--- src/rtl/sub_serial_pkg.sv ---
// Shared types and constants for the bit-serial subtractor.
// State encoding is fixed so the FSM can be probed consistently across the datapath family.
package sub_serial_pkg;

    localparam logic [1:0] ST_IDLE = 2'd0;
    localparam logic [1:0] ST_WAIT = 2'd1;
    localparam logic [1:0] ST_SUB  = 2'd2;
    localparam logic [1:0] ST_DONE = 2'd3;

    typedef enum logic [1:0] {
        IDLE = ST_IDLE,
        WAIT = ST_WAIT,
        SUB  = ST_SUB,
        DONE = ST_DONE
    } state_t;

    localparam int LOAD_DELAY_MAX = 7;

endpackage

--- src/rtl/sub_serial_if.sv ---
// Start/operand/result bundle of the bit-serial subtractor.
// The master drives the request and operands; the slave returns the difference and status.
interface sub_serial_if #(
    parameter int WIDTH = 8
);
    logic             en;
    logic [WIDTH-1:0] a;
    logic [WIDTH-1:0] b;
    logic [WIDTH-1:0] out;
    logic             borrow;
    logic             done;

    modport master (output en, a, b, input  out, borrow, done);
    modport slave  (input  en, a, b, output out, borrow, done);
endinterface

--- src/rtl/sub_serial_full_sub_cell.sv ---
// Combinational 1-bit full subtractor: d = x - y - bin, bout is the borrow out.
module full_sub_cell (
    input  logic x,
    input  logic y,
    input  logic bin,
    output logic d,
    output logic bout
);
    assign d    = x ^ y ^ bin;
    assign bout = (~x & y) | (~(x ^ y) & bin);
endmodule

--- src/rtl/sub_serial.sv ---
// Bit-serial unsigned subtractor, LSB first, WIDTH + LOAD_DELAY cycles per operation.
// Define SUB_SERIAL_SAT_EN to floor the result at zero when the final borrow is set.
//
//   state | meaning
//   IDLE  | waiting for en; operands captured on the accepting edge
//   WAIT  | LOAD_DELAY idle cycles before the first subtract step
//   SUB   | one bit of the difference per clock
//   DONE  | result held; en acknowledges and returns to IDLE
module sub_serial
    import sub_serial_pkg::*;
#(
    parameter int WIDTH      = 8,
    parameter int LOAD_DELAY = 1
) (
    input  logic        clk,
    input  logic        rst,
    sub_serial_if.slave bus
);
    localparam int CW = $clog2(WIDTH);
    localparam int DW = $clog2(LOAD_DELAY_MAX + 1);
    localparam logic [CW-1:0] CNT_LAST = CW'(WIDTH - 1);
    // Down-counter preload: WAIT exits on the cycle the counter sits at zero.
    localparam logic [DW-1:0] DLY_INIT = DW'((LOAD_DELAY > 0) ? LOAD_DELAY - 1 : 0);

    state_t           state_q, state_d;
    logic [WIDTH-1:0] a_q, a_d, b_q, b_d, out_q, out_d;
    logic [CW-1:0]    cnt_q, cnt_d;
    logic [DW-1:0]    dly_q, dly_d;
    logic             brw_q, brw_d;
    logic             done_q, done_d;
    logic             bit_d, bit_bout;

    full_sub_cell u_cell (
        .x    (a_q[0]),
        .y    (b_q[0]),
        .bin  (brw_q),
        .d    (bit_d),
        .bout (bit_bout)
    );

    always_comb begin
        state_d = state_q;
        a_d     = a_q;
        b_d     = b_q;
        out_d   = out_q;
        cnt_d   = cnt_q;
        dly_d   = dly_q;
        brw_d   = brw_q;
        case (state_q)
            IDLE: begin
                if (bus.en) begin
                    a_d     = bus.a;
                    b_d     = bus.b;
                    out_d   = '0;
                    cnt_d   = '0;
                    brw_d   = 1'b0;
                    dly_d   = DLY_INIT;
                    state_d = (LOAD_DELAY > 0) ? WAIT : SUB;
                end
            end
            WAIT: begin
                if (dly_q == '0) state_d = SUB;
                else             dly_d   = dly_q - 1'b1;
            end
            SUB: begin
                brw_d = bit_bout;
                out_d = {bit_d, out_q[WIDTH-1:1]};
                a_d   = a_q >> 1;
                b_d   = b_q >> 1;
                if (cnt_q == CNT_LAST) begin
                    state_d = DONE;
`ifdef SUB_SERIAL_SAT_EN
                    if (bit_bout) out_d = '0;
`endif
                end else begin
                    cnt_d = cnt_q + 1'b1;
                end
            end
            DONE: begin
                if (bus.en) state_d = IDLE;
            end
        endcase
        done_d = (state_d == DONE);
    end

    always_ff @(posedge clk or posedge rst) begin
        if (rst) begin
            state_q <= IDLE;
            a_q     <= '0;
            b_q     <= '0;
            out_q   <= '0;
            cnt_q   <= '0;
            dly_q   <= '0;
            brw_q   <= 1'b0;
            done_q  <= 1'b0;
        end else begin
            state_q <= state_d;
            a_q     <= a_d;
            b_q     <= b_d;
            out_q   <= out_d;
            cnt_q   <= cnt_d;
            dly_q   <= dly_d;
            brw_q   <= brw_d;
            done_q  <= done_d;
        end
    end

    assign bus.out    = out_q;
    assign bus.borrow = brw_q;
    assign bus.done   = done_q;

endmodule

--- src/flat_wrapper.sv ---
// flat-port wrapper written by rule: the top's interface ports become plain ports
module sub_serial_flat import sub_serial_pkg::*;
#(
    parameter int WIDTH      = 8,
    parameter int LOAD_DELAY = 1
)
  (clk, rst, bus_en, bus_a, bus_b, bus_out, bus_borrow, bus_done);
  sub_serial_if #(.WIDTH(WIDTH)) bus_i ();
  input  logic clk;
  input  logic rst;
  input wire logic [$bits(bus_i.en)-1:0] bus_en;
  input wire logic [$bits(bus_i.a)-1:0] bus_a;
  input wire logic [$bits(bus_i.b)-1:0] bus_b;
  output wire logic [$bits(bus_i.out)-1:0] bus_out;
  output wire logic [$bits(bus_i.borrow)-1:0] bus_borrow;
  output wire logic [$bits(bus_i.done)-1:0] bus_done;
  assign bus_i.en = bus_en;
  assign bus_i.a = bus_a;
  assign bus_i.b = bus_b;
  assign bus_out = bus_i.out;
  assign bus_borrow = bus_i.borrow;
  assign bus_done = bus_i.done;
  sub_serial #(.WIDTH(WIDTH), .LOAD_DELAY(LOAD_DELAY)) u_core (.clk(clk), .rst(rst), .bus(bus_i));
endmodule
--- config.mk ---
export PLATFORM = sky130hd
export DESIGN_NAME = sub_serial_flat
export DESIGN_NICKNAME = d
export VERILOG_FILES = /design/src/rtl/sub_serial_pkg.sv /design/src/rtl/sub_serial_if.sv /design/src/rtl/sub_serial_full_sub_cell.sv /design/src/rtl/sub_serial.sv /design/src/flat_wrapper.sv
export SDC_FILE = /design/constraint.sdc
export NUM_CORES = 1
export LEC_CHECK = 0
export CAP_MARGIN = 20
export CORE_ASPECT_RATIO = 2
export CORE_MARGIN = 2
export CORE_UTILIZATION = 55
export DETAILED_ROUTE_END_ITERATION = 10
export GPL_TIMING_DRIVEN = 0
export PLACE_DENSITY = 0.82
export SYNTH_ARGS = -nofsm -noshare
export SYNTH_HDL_FRONTEND = slang
export SYNTH_SLANG_ARGS = --single-unit
--- constraint.sdc ---
create_clock -name clk -period 2.7 [get_ports clk]
set_input_delay 0.405 -clock clk [delete_from_list [all_inputs] [get_ports clk]]
set_output_delay 0.405 -clock clk [all_outputs]
set_load 0.005 [all_outputs]
==> flow_summary.json, run 1 <==
{
  "cts_made_buffers": 5,
  "maxSlewHeadroom_pct": 56.5,
  "htreeDepth": 2,
  "min_path_type": "reg -> reg",
  "firstDrtPassIters": 4,
  "cp.arrival_ns": 1.19,
  "path_class": "reg -> out",
  "synth_ff_type": "dfrtp_1",
  "post_cts_buffers": 0,
  "drive_above_1_share_pct": 14.2,
  "clockPowerShare_pct": 14.8,
  "num_rows": 28,
  "critPathMaxStageDelay_ns": 0.52,
  "worst-slew-pin-transition_ns": 0.652,
  "overflow": 0,
  "grt_usage_pct": 23.8,
  "synthCells": 147,
  "ctsHoldBuffers": 0,
  "finalSetupViolations": 0,
  "diodes": 0,
  "synthArstFlopShare_pct": 100,
  "report.final.slew_viol_count": 0,
  "grt_pass1_wl_um": 6500,
  "ant_nets": 0,
  "start_util_pct": 57.6,
  "finalSetupTns_ns": 0,
  "vias_per_cell": 6.29,
  "synth_area_sq_mm": 0.00172,
  "start_kind": "register",
  "crit_chain": "clkdlybuf4s50_1",
  "totalWireLength_um": 3800,
  "avgSynthCellArea_sq_um": 11.7,
  "cts_tree": "done",
  "placed_area_sq_mm": 0.00206,
  "cts_resized": 0,
  "dieArea_sq_mm": 0.00361,
  "p_per_area_mw_per_mm2": 1080,
  "port_buffers": 28,
  "fin_skew_ns": 0.00313,
  "final_cell_mix": "dfrtp_1, clkdlybuf4s50_1, inv_1",
  "status": "finished, final reports clean",
  "p_comb_share_pct": 48.4,
  "period_minus_slack_ns": 1.60,
  "p_leak_uw": 0.000974,
  "wl_per_cell_um": 17.8,
  "drc": 0,
  "yosysUniqueCellTypes": 36,
  "area_delta_synth_final_pct": 24.6,
  "final_common_cell": "dfrtp_1",
  "grt_max_degree": 21,
  "path_clk_slew_ns": 0.06,
  "power.net_switching_uw": 844,
  "final_nets": 207,
  "grt_pass1_vias": 1395,
  "synth-seq-area-share_pct": 49.6,
  "power.internal_uw": 1470,
  "clockBufferDepth": 2,
  "antenna_found_initial": 0,
  "end_kind": "output pin",
  "die_width_um": 43.5,
  "ir_drop_v": 0.000725,
  "stdcell_area_sq_mm": 0.00214,
  "ios": 29,
  "insertion_delay_ns": 0.28,
  "fin_crit_sh_pct": 59.1,
  "drt_iter0_markers": 37,
  "yosys_warnings": 0,
  "crit_slowest_cell": "clkdlybuf4s50_1",
  "grt_setup_unrepaired": "false",
  "num_vias": 1340,
  "dp_hpwl_um": 2910,
  "fp.dieH_um": 83.0,
  "cap_violations": 0,
  "ys_seq_elements": 34,
  "total_power_uw": 2310,
  "power_frac_seq_pct": 36.8,
  "sw_frac_of_total_pct": 36.5,
  "crit_required_ns": 2.30,
  "hold_viol": 0,
  "core_area_sq_mm": 0.00298,
  "fmax_mhz": 627,
  "crit_family": "buffers and inverters",
  "worst-path-buf-inv": 1,
  "syn_nets": 171,
  "crit_fanout": 3,
  "gp_congestion": 0.738,
  "ctsRootBufferMaster": "clkbuf_8",
  "synth_edf_count": 0,
  "cts.sinks": 34
}
[cells by family after synthesis]
logic type / share of synthesized area [%]
flops: 49.6
compound gates: 19.7
fa+ha+maj: 4.08
buf+inv: 8.97
mux: 1.82
simple gates: 15.8
[power by group through the flow]
| stage | clock, uW | sequential [uW] | combinational [uW] |
|---|---|---|---|
| floorplan | 0 | 830 | 773 |
| global placement | 0 | 839 | 1060 |
| detailed placement | 0 | 858 | 1130 |
| CTS | 349 | 850 | 1130 |
| global route | 364 | 874 | 1240 |
| finish | 342 | 851 | 1120 |
[layout make-up]
class                           instances  area [sq um]
Fill cell                             228           841
Buffer                                 13          90.1
Inverter                               17          63.8
Tap cell                               30          37.5
Timing Repair Buffer                   29           308
Multi-Input combinational cell         83           711
Sequential cell                        34           851
Clock buffer                            7          76.3
[layer usage]
| metal | vias to the layer above | track usage (%) | share of wire, % |
|---|---|---|---|
| met2 | 31 | 41.8 | 56 |
| met1 | 679 | 26.0 | 38 |
| li1 | 620 | - | - |
| met3 | 10 | 4.78 | 2.7 |
| met4 | 0 | 11.0 | 3.4 |
| met5 | - | 0 | 0 |
[state kept, by name (all words and copies together) (netlist names)]
name,cells
u_core.b_q,8
u_core.bus.done,1
u_core.bus.out,8
u_core.bus.borrow,1
u_core.state_q,2
u_core.a_q,8
u_core.cnt_q,3
u_core.dly_q,3
[final timing paths]
| check | to | slack (ns) | start | cells after the start |
|---|---|---|---|---|
| setup / recovery | bus_borrow | 1.10 | u_core.bus.borrow | 1 |
| hold / removal | u_core.b_q[7] | 0.49 | u_core.b_q[7] | 1 |
| setup reg to reg | u_core.dly_q[0] | 1.26 | u_core.dly_q[0] | 5 |
| hold reg to reg | u_core.b_q[7] | 0.49 | u_core.b_q[7] | 1 |
| max in group asynchronous | u_core.bus.out[1] | 1.66 | rst | 3 |
| min in group asynchronous | u_core.bus.done | 0.52 | rst | 2 |
[stage by stage]
step | hold WS (ns) | cells | util, % | worst slack [ns]
after floorplan | 0.450 | 147 | - | 1.37
after global placement | 0.460 | 205 | 68.3 | 0.815
after detailed placement | 0.477 | 206 | 69.2 | 0.843
after CTS | 0.492 | 213 | 71.8 | 1.09
after global routing | 0.526 | 213 | 71.8 | 1.06
final | 0.493 | 213 | 71.8 | 1.10
[synthesized netlist by cell type, types with 2 or more instances]
| library cell | count | share of area [%] |
|---|---|---|
| a221o_1 | 3 | 1.8 |
| a221oi_1 | 9 | 4.6 |
| a22o_1 | 8 | 4.1 |
| and3_1 | 4 | 1.5 |
| buf_2 | 6 | 1.8 |
| buf_4 | 3 | 1.3 |
| buf_6 | 3 | 2.0 |
| dfrtp_1 | 34 | 50 |
| ha_1 | 4 | 2.9 |
| inv_1 | 17 | 3.7 |
| mux2i_1 | 2 | 1.2 |
| nand2_1 | 3 | 0.66 |
| nand2b_1 | 2 | 0.73 |
| nand3_1 | 3 | 0.88 |
| nor2_1 | 5 | 1.1 |
| nor2b_1 | 3 | 1.1 |
| nor4b_1 | 10 | 5.1 |
| nor4bb_1 | 2 | 1.2 |
| o221a_2 | 4 | 2.6 |
| o221ai_1 | 3 | 1.5 |
| or4b_1 | 4 | 2.3 |
Power figures use the tool's default switching activity.
==> run 2: changes to the inputs <==
CORE_UTILIZATION = 47   (was 55)
PLACE_DENSITY = 0.75   (was 0.82)
clock period = 1.4 ns   (was 2.7 ns; I/O delays follow)
==> run 2 against run 1 <==
Flip-flop and latch count unchanged. Clock power up 120%. First-iteration DRC count down 30%. Sequential share of layout area shrank 2.9 points. Global-route usage down 2.7 points. Combinational power is 110% higher. Sequential power rose by 90%. Cell count grew 13%. Wire length grew 5.4%. Non-clock buffer count is 8 higher. Setup slack got worse by 1.1 ns. Power rose by 110%. Largest cell class unchanged.
==> flow_summary.json, run 2 (same netlist as run 1, synthesis figures left out) <==
{
  "status": "finished, final reports clean",
  "p_leak_uw": 0.00109,
  "min_path_type": "in -> async",
  "insertion_delay_ns": 0.28,
  "crit_fanout": 2,
  "grt_setup_unrepaired": "true",
  "stdcell_area_sq_mm": 0.00230,
  "report.final.slew_viol_count": 0,
  "grt_pass1_vias": 1439,
  "cap_violations": 0,
  "finish.utilization_pct": 64.5,
  "drc": 0,
  "antenna_found_initial": 0,
  "crit_required_ns": 1.19,
  "worst-slew-pin-transition_ns": 0.544,
  "multiInputGateArea_sq_um": 762,
  "worst-path-buf-inv": 1,
  "grt_max_degree": 24,
  "path_clk_slew_ns": 0.07,
  "period_minus_slack_ns": 1.36,
  "final_nets": 215,
  "dieArea_sq_mm": 0.00418,
  "ctsHoldBuffers": 0,
  "fill_cells": 310,
  "num_rows": 31,
  "finalSetupViolations": 0,
  "htreeDepth": 2,
  "final_common_cell": "dfrtp_1",
  "drt_iter0_markers": 26,
  "core_area_sq_mm": 0.00357,
  "maxSlewHeadroom_pct": 63.7,
  "grt_usage_pct": 21.1,
  "num_vias": 1392,
  "overflow": 0,
  "ios": 29,
  "cts_tree": "done",
  "fmax_mhz": 736,
  "end_kind": "output pin",
  "placed_area_sq_mm": 0.00208,
  "start_kind": "register",
  "hold_viol": 0,
  "critPathMaxStageDelay_ns": 0.51,
  "crit_slowest_cell": "clkdlybuf4s50_1",
  "cp.arrival_ns": 1.15,
  "diodes": 0,
  "ff_latch_area_sq_um": 851,
  "drive_above_1_share_pct": 23.4,
  "crit_chain": "clkdlybuf4s50_1",
  "fin_skew_ns": 0.00359,
  "clockBufferDepth": 2,
  "cts.sinks": 34,
  "ctsRootBufferMaster": "clkbuf_8",
  "ir_drop_v": 0.00111,
  "fp.dieH_um": 89.4,
  "ant_nets": 0,
  "totalWireLength_um": 4000,
  "final_cell_mix": "dfrtp_1, clkdlybuf4s50_1, inv_1",
  "port_buffers": 28,
  "start_util_pct": 48.1,
  "fin_crit_sh_pct": 97.1,
  "wl_per_cell_um": 16.6,
  "grt_pass1_wl_um": 6200,
  "p_per_area_mw_per_mm2": 2060,
  "vias_per_cell": 5.78,
  "die_width_um": 46.7,
  "total_power_uw": 4740,
  "crit_family": "buffers and inverters",
  "cts_made_buffers": 5,
  "whs_ns": 0.275,
  "area_delta_synth_final_pct": 34.2,
  "path_class": "reg -> out",
  "firstDrtPassIters": 5,
  "dp_hpwl_um": 2910,
  "gp_congestion": 0.769
}
[run 2: cell types whose count changed in the layout (fill, tap and decap cells not counted), sizes merged]
cell,before,now
buf,13,21
clkdlybuf4s50,28,24
dlymetal6s2s,0,4
clkinv,0,1
[run 2: worst paths after layout]
kind                              startpoint                end  slack (ns)  depth (start not counted)
max in group asynchronous                rst    u_core.cnt_q[0]        0.62                          3
hold reg to reg                u_core.b_q[7]      u_core.b_q[7]        0.48                          1
setup reg to reg           u_core.state_q[1]      u_core.b_q[0]        0.05                          4
hold / removal                           rst  u_core.bus.out[6]        0.28                          2
setup / recovery           u_core.bus.out[2]         bus_out[2]        0.04                          1
min in group clk               u_core.b_q[7]      u_core.b_q[7]        0.48                          1
[run 2: layer usage]
| layer | global-route usage, % | share of wire [%] | up-vias |
|---|---|---|---|
| met2 | 38.5 | 58 | 34 |
| met3 | 4.04 | 3.2 | 8 |
| met4 | 13.1 | 2.1 | 0 |
| met1 | 20.2 | 37 | 710 |
| li1 | - | - | 640 |
| met5 | 0 | 0 | - |
[run 2: final cells by class]
class,instances,area share [%]
Tap cell,49,2.66
Timing Repair Buffer,37,16.4
Clock inverter,1,0.217
Inverter,17,2.77
Multi-Input combinational cell,83,33.1
Sequential cell,34,37.0
Clock buffer,7,3.75
Buffer,13,4.13
[run 2: per-stage QoR]
| stage | instances | setup TNS [ns] | setup WS [ns] |
|---|---|---|---|
| 2_1_floorplan | 147 | 0 | 0.0653 |
| 3_3_place_gp | 224 | -13.73 | -0.275 |
| 3_5_place_dp | 225 | -5.51 | -0.260 |
| 4_1_cts | 236 | 0 | 0.00131 |
| 5_1_grt | 241 | -0.00690 | -0.00690 |
| 6_report | 241 | 0 | 0.0408 |
[run 2: report_power, final]
part | total, uW | internal [uW] | switching, uW
Sequential | 1620 | 1400 | 224
Combinational | 2380 | 1220 | 1160
Clock | 742 | 397 | 346
Total | 4740 | 3010 | 1730
[run 2: timing repair]
item / CTS / global route
pin swaps: 0 / 0
endpoints found under the setup margin: 9 / 16
cloned: 0 / 0
resized for setup: 3 / 14
setup buffers: 3 / 5
==> run 3: changes to the inputs <==
MAX_ROUTING_LAYER = met4   (was unset)
==> run 3 against run 2 <==
Hold slack is essentially flat. Critical path type is now in -> reg. Clock-buffer cell count is the same. Setup slack is essentially flat. Flip-flop and latch count is the same. Combinational power is essentially flat. Largest cell class unchanged. Non-clock buffer count is the same. Utilization is the same. Sequential power is essentially flat. Clock skew is essentially flat. Fmax is essentially flat. Power is essentially flat.
==> flow_summary.json, run 3 (same netlist as run 1, synthesis figures left out) <==
{
  "report.final.slew_viol_count": 0,
  "grt_max_degree": 24,
  "drive_above_1_share_pct": 23.4,
  "start_kind": "input port",
  "worst-slew-pin-transition_ns": 0.544,
  "critPathMaxStageDelay_ns": 0.56,
  "antenna_found_initial": 0,
  "end_kind": "register",
  "area_delta_synth_final_pct": 34.2,
  "clockBufferDepth": 2,
  "firstDrtPassIters": 5,
  "core_area_sq_mm": 0.00357,
  "crit_fanout": 10,
  "final_nets": 215,
  "fin_skew_ns": 0.00359,
  "dp_hpwl_um": 2910,
  "use_met1_pct": 20.3,
  "ir_drop_v": 0.00111,
  "start_util_pct": 48.1,
  "diodes": 0,
  "p_per_area_mw_per_mm2": 2060,
  "met2_usage_pct": 38.5,
  "fin_crit_sh_pct": 97.1,
  "fmax_mhz": 736,
  "cts.sinks": 34,
  "hold_viol": 0,
  "period_minus_slack_ns": 1.36,
  "post-place-ws_ns": -0.260,
  "cts_tree": "done",
  "dp.cells": 225,
  "instances_no_fill": 241,
  "grt_usage_pct": 21.7,
  "grt_pass1_vias": 1439,
  "crit_required_ns": 1.56,
  "drc": 0,
  "num_vias": 1392,
  "die_width_um": 46.7,
  "status": "finished, final reports clean",
  "fp.dieH_um": 89.4,
  "ctsHoldBuffers": 0,
  "crit_slowest_cell": "clkdlybuf4s50_1",
  "wl_per_cell_um": 16.6,
  "port_buffers": 28,
  "grt_pass1_wl_um": 6190,
  "dieArea_sq_mm": 0.00418,
  "worst_slack_ns": 0.0409,
  "vias_per_cell": 5.78,
  "min_path_type": "in -> async",
  "totalWireLength_um": 4000,
  "htreeDepth": 2,
  "crit_top_cell": "buf_6",
  "grt_setup_unrepaired": "true",
  "ctsRootBufferMaster": "clkbuf_8",
  "num_rows": 31,
  "cap_violations": 0,
  "maxSlewHeadroom_pct": 63.7,
  "use_met3_pct": 3.84,
  "path_clk_slew_ns": 0.07,
  "p_leak_uw": 0.00109,
  "fill_cells": 310,
  "cts_made_buffers": 5,
  "finalSetupViolations": 0,
  "crit_chain": "clkdlybuf4s50_1 -> buf_6 -> o21bai_4 -> buf_6 -> a221oi_1",
  "final_cell_mix": "dfrtp_1, clkdlybuf4s50_1, inv_1",
  "drt_iter0_markers": 30,
  "ant_nets": 0,
  "ios": 29,
  "cp.arrival_ns": 1.52,
  "path_class": "in -> reg",
  "insertion_delay_ns": 0.28,
  "overflow": 0,
  "gp_congestion": 0.779,
  "final_common_cell": "dfrtp_1",
  "busiest_layer": "met2"
}
[run 3: cell counts in the layout (fill, tap and decap cells not counted)]
Identical to the previous run, type by type.
[run 3: layout make-up]
class,count,area (sq um),share of cell area (%)
Buffer,13,95.1,4.13
Clock buffer,7,86.3,3.75
Clock inverter,1,5.00,0.217
Inverter,17,63.8,2.77
Multi-Input combinational cell,83,762,33.1
Sequential cell,34,851,37.0
Tap cell,49,61.3,2.66
Timing Repair Buffer,37,378,16.4
[run 3: metrics by stage]
| stage | total power [uW] | area (sq um) | utilization, % | setup TNS [ns] | hold slack [ns] |
|---|---|---|---|---|---|
| after global routing | 5060 | 2300 | 64.5 | -0.00689 | 0.300 |
| after CTS | 4650 | 2210 | 61.8 | 0 | 0.283 |
| after floorplan | 3090 | 1720 | - | 0 | 0.352 |
| final | 4740 | 2300 | 64.5 | 0 | 0.275 |
| after detailed placement | 3840 | 2080 | 58.4 | -5.51 | 0.471 |
| after global placement | 3680 | 2060 | 57.6 | -13.73 | 0.463 |
[run 3: worst paths after layout]
path / start / endpoint / slack (ns) / cells after the start
max: bus_en / u_core.b_q[0] / 0.04 / 5
min in group clk: u_core.b_q[7] / u_core.b_q[7] / 0.48 / 1
max in group asynchronous: rst / u_core.cnt_q[0] / 0.62 / 3
max reg2reg: u_core.state_q[1] / u_core.b_q[0] / 0.05 / 4
min reg2reg: u_core.b_q[7] / u_core.b_q[7] / 0.48 / 1
min: rst / u_core.bus.out[6] / 0.28 / 2
[run 3: critical path: cells and delay by family]
kind	cells	cell delay, ns
buf+inv	3	0.87
compound gates	2	0.42
[run 3: where the power goes]
part / total (uW) / internal [uW] / switching [uW]
sequential: 1620 / 1400 / 224
combinational: 2380 / 1220 / 1160
clock: 742 / 397 / 345
total: 4740 / 3010 / 1730
[run 3: what timing repair did]
| action | in CTS | in global routing |
|---|---|---|
| resized for setup | 3 | 14 |
| gates cloned | 0 | 0 |
| endpoints found under the setup margin | 9 | 16 |
| pin swaps | 0 | 0 |
| setup buffers | 3 | 5 |
[run 3: per-layer routing]
layer,vias to the layer above,routed length [um]
met5,-,0
met4,0,83
met3,8,123
met2,34,2310
met1,710,1480
li1,640,-
==> edit, RTL diff (flow settings as in run 1) <==
Change the package constant `LOAD_DELAY_MAX` from 7 to 8.
--- a/src/rtl/sub_serial_pkg.sv
+++ b/src/rtl/sub_serial_pkg.sv
@@ -16,3 +16,3 @@
 
-    localparam int LOAD_DELAY_MAX = 7;
+    localparam int LOAD_DELAY_MAX = 8;
 
Check against the original RTL: no difference found for any inputs over 10 cycles, from zero or initial values and one cycle with rst high; that may be too few to reach the edited logic, so the function may still have changed.
==> edit against run 1 <==
- power grew 4.9%
- register-to-register slack lost 0.15 ns
- cell count is 4.7% higher
- setup slack got worse by 0.018 ns
- routed wire length is 2.6% lower
- sequential cell count grew 1
- final area decreased by 1.9%
- area after synthesis decreased by 2.1%
- critical path type unchanged
- largest power group unchanged
==> edit: results (changes against run 1) <==
outcome:
  outcome: "completed"  # unchanged
timing:
  clock_skew_ns: 0.005151  # was 0.003132 ns
  setup_violations: 0  # unchanged
  tightest_slew_ns: 0.7230  # was 0.6521 ns
  fin_tns_setup_ns: 0  # unchanged
cts:
  cts_resized: 0  # unchanged
  htreeDepth: 2  # unchanged
  cts_buffers: 5  # unchanged
  cts_setup_buffers: 0  # unchanged
  clockRootBuffer: "clkbuf_8"  # unchanged
  clockBufferDepth: 2  # unchanged
  worstSkewPairLatency_ns: 0.29
  clkTransAtPathRegs_ns: 0.07
final_layout:
  final_layout_size_suffix_gt1_share_pct: 10.36  # was 14.21%
  antennaDiodeCount: 0  # unchanged
  fill_cells: 230  # was 228
min_path:
  hold_depth: 2  # was 1
  min_path_type: "in2reg"  # was reg2reg
worst_setup_path:
  crit_path_max_incr_delay_ns: 0.52  # about the same
  slowest_stage: "clkdlybuf4s50_1"  # unchanged
  reg2reg_depth: 6  # was 5
  critPathArrivalTime_ns: 1.21  # was 1.19 ns
  critPathMaxFanout: 3  # unchanged
logic_synthesis:
  syn_avg_cell_area_sq_um: 10.69  # was 11.67 sq um
  async_flop_share_pct: 100.0  # unchanged
  yosysWarnings: 0  # unchanged
  synthTopCellsByArea: "dfrtp_1 52%, mux2i_1 8.9%, o21ai_1 6.0%, nand2_1 5.1%, a22o_1 4.2%"  # was dfrtp_1 50%, nor4b_1 5.1%, a221oi_1 4.6%, a22o_1 4.1%, inv_1 3.7%
  ys_top_cells_by_count: "35 x dfrtp_1, 23 x nand2_1, 20 x o21ai_1"  # was 34 x dfrtp_1, 17 x inv_1, 10 x nor4b_1
  ys_types: 30  # was 36
  syn-num-nets: 181  # was 171
  synth-seq-area-share_pct: 52.16  # was 49.60%
global_route:
  grt_pass1_vias: 1396  # was 1395
  grt_max_degree: 20  # was 21
  grt_usage_pct: 23.29  # was 23.78%
  grt_pass1_wl_um: 6065  # was 6499 um
  antenna_found_initial: 0  # unchanged
drt:
  num_vias: 1339  # was 1340
  post_drt_wl_per_cell_um: 16.58  # was 17.83 um
  drt_pre_antenna_iters: 4  # unchanged
  drt_iter0_drc: 19  # was 37
  vias_per_cell: 6.004  # was 6.291
placed_design:
  dp.final_hpwl_um: 2713  # was 2914 um
  port_buffers: 27  # was 28
  gp_congestion: 0.8025  # was 0.7382
power_and_ir_drop:
  power_leakage_nw: 0.9404  # was 0.9738 nW
  ir_drop_mv: 0.9296  # was 0.7250 mV
==> edit: changes by cell type after synthesis, sizes merged, moves of 10 or more <==
| cell | delta |
|---|---|
| a221oi | -10 |
| inv | -11 |
| mux2i | +13 |
| nand2 | +20 |
| nor4b | -10 |
| o21ai | +20 |
==> edit: power by group <==
part | internal, mW | total [mW] | leakage (nW) | switching, mW
combinational | 0.551 | 1.13 | 0.451 | 0.580
sequential | 0.758 | 0.931 | 0.447 | 0.173
clock | 0.181 | 0.363 | 0.0422 | 0.182
==> edit: worst register-to-register path, cell delays in order (launching register included) <==
cell and delay, ns:
dfrtp_1 0.41, ha_1 0.21, ha_1 0.17, clkbuf_1 0.18, a211oi_1 0.31, a221o_1 0.15, a31oi_1 0.04
==> edit: stage by stage <==
step / total power, mW / cell area, sq um / worst slack (ns) / util (%)
global placement: 1.986 / 1987 / 0.7849 / 67.52
finish: 2.425 / 2096 / 1.086 / 71.22
detailed placement: 2.073 / 2014 / 1.121 / 68.45
floorplan: 1.699 / 1679 / 1.274 / -
global route: 2.606 / 2096 / 1.029 / 71.22
CTS: 2.445 / 2096 / 1.076 / 71.22
==> edit: final timing paths <==
kind | startpoint | endpoint | slack (ns)
worst min-delay path | bus_en | u_core.state_q[0]$_DFF_PP0_ | 0.44
worst max-delay path | u_core.bus.borrow$_DFFE_PP0P_ | bus_borrow | 1.09
min in group asynchronous | rst | u_core.a_q[1]$_DFFE_PP0P_ | 0.54
max in group asynchronous | rst | u_core.bus.borrow$_DFFE_PP0P_ | 1.62
worst max register to register | u_core.cnt_q[0]$_DFFE_PP0P_ | u_core.state_q[0]$_DFF_PP0_ | 1.11
worst min register to register | u_core.b_q[4]$_DFFE_PP0P_ | u_core.b_q[4]$_DFFE_PP0P_ | 0.49
==> edit: cells by family (layout without fill, tap and decap cells) <==
| group | Yosys count | in the layout | share of synthesized area [%] |
|---|---|---|---|
| AND/OR/NAND/NOR | 39 | 39 | 10.66 |
| flip-flops | 35 | 35 | 52.16 |
| buffers and inverters | 18 | 54 | 6.408 |
| multiplexers | 15 | 15 | 8.942 |
| AO/OA/AOI/OAI | 45 | 45 | 17.66 |
| adder cells (fa/ha/maj) | 5 | 5 | 4.173 |
==> edit: layout make-up <==
type	instances	area share, %
multi-input combinational	104	33.19
timing repair buffer	28	14.21
tap	30	1.791
sequential	35	41.79
clock inverter	1	0.2388
inverter	6	1.075
clock buffer	7	3.642
buffer	12	4.060
==> edit: metal layers <==
metal  part of all wire (%)  global-route usage [%]  vias to the layer above
li1                       -                       -                      619
met1                     37                   24.42                      679
met2                     57                   42.88                       31
met3                    2.9                   4.783                       10
met4                    3.0                   11.82                        0
met5                      0                       0                        -
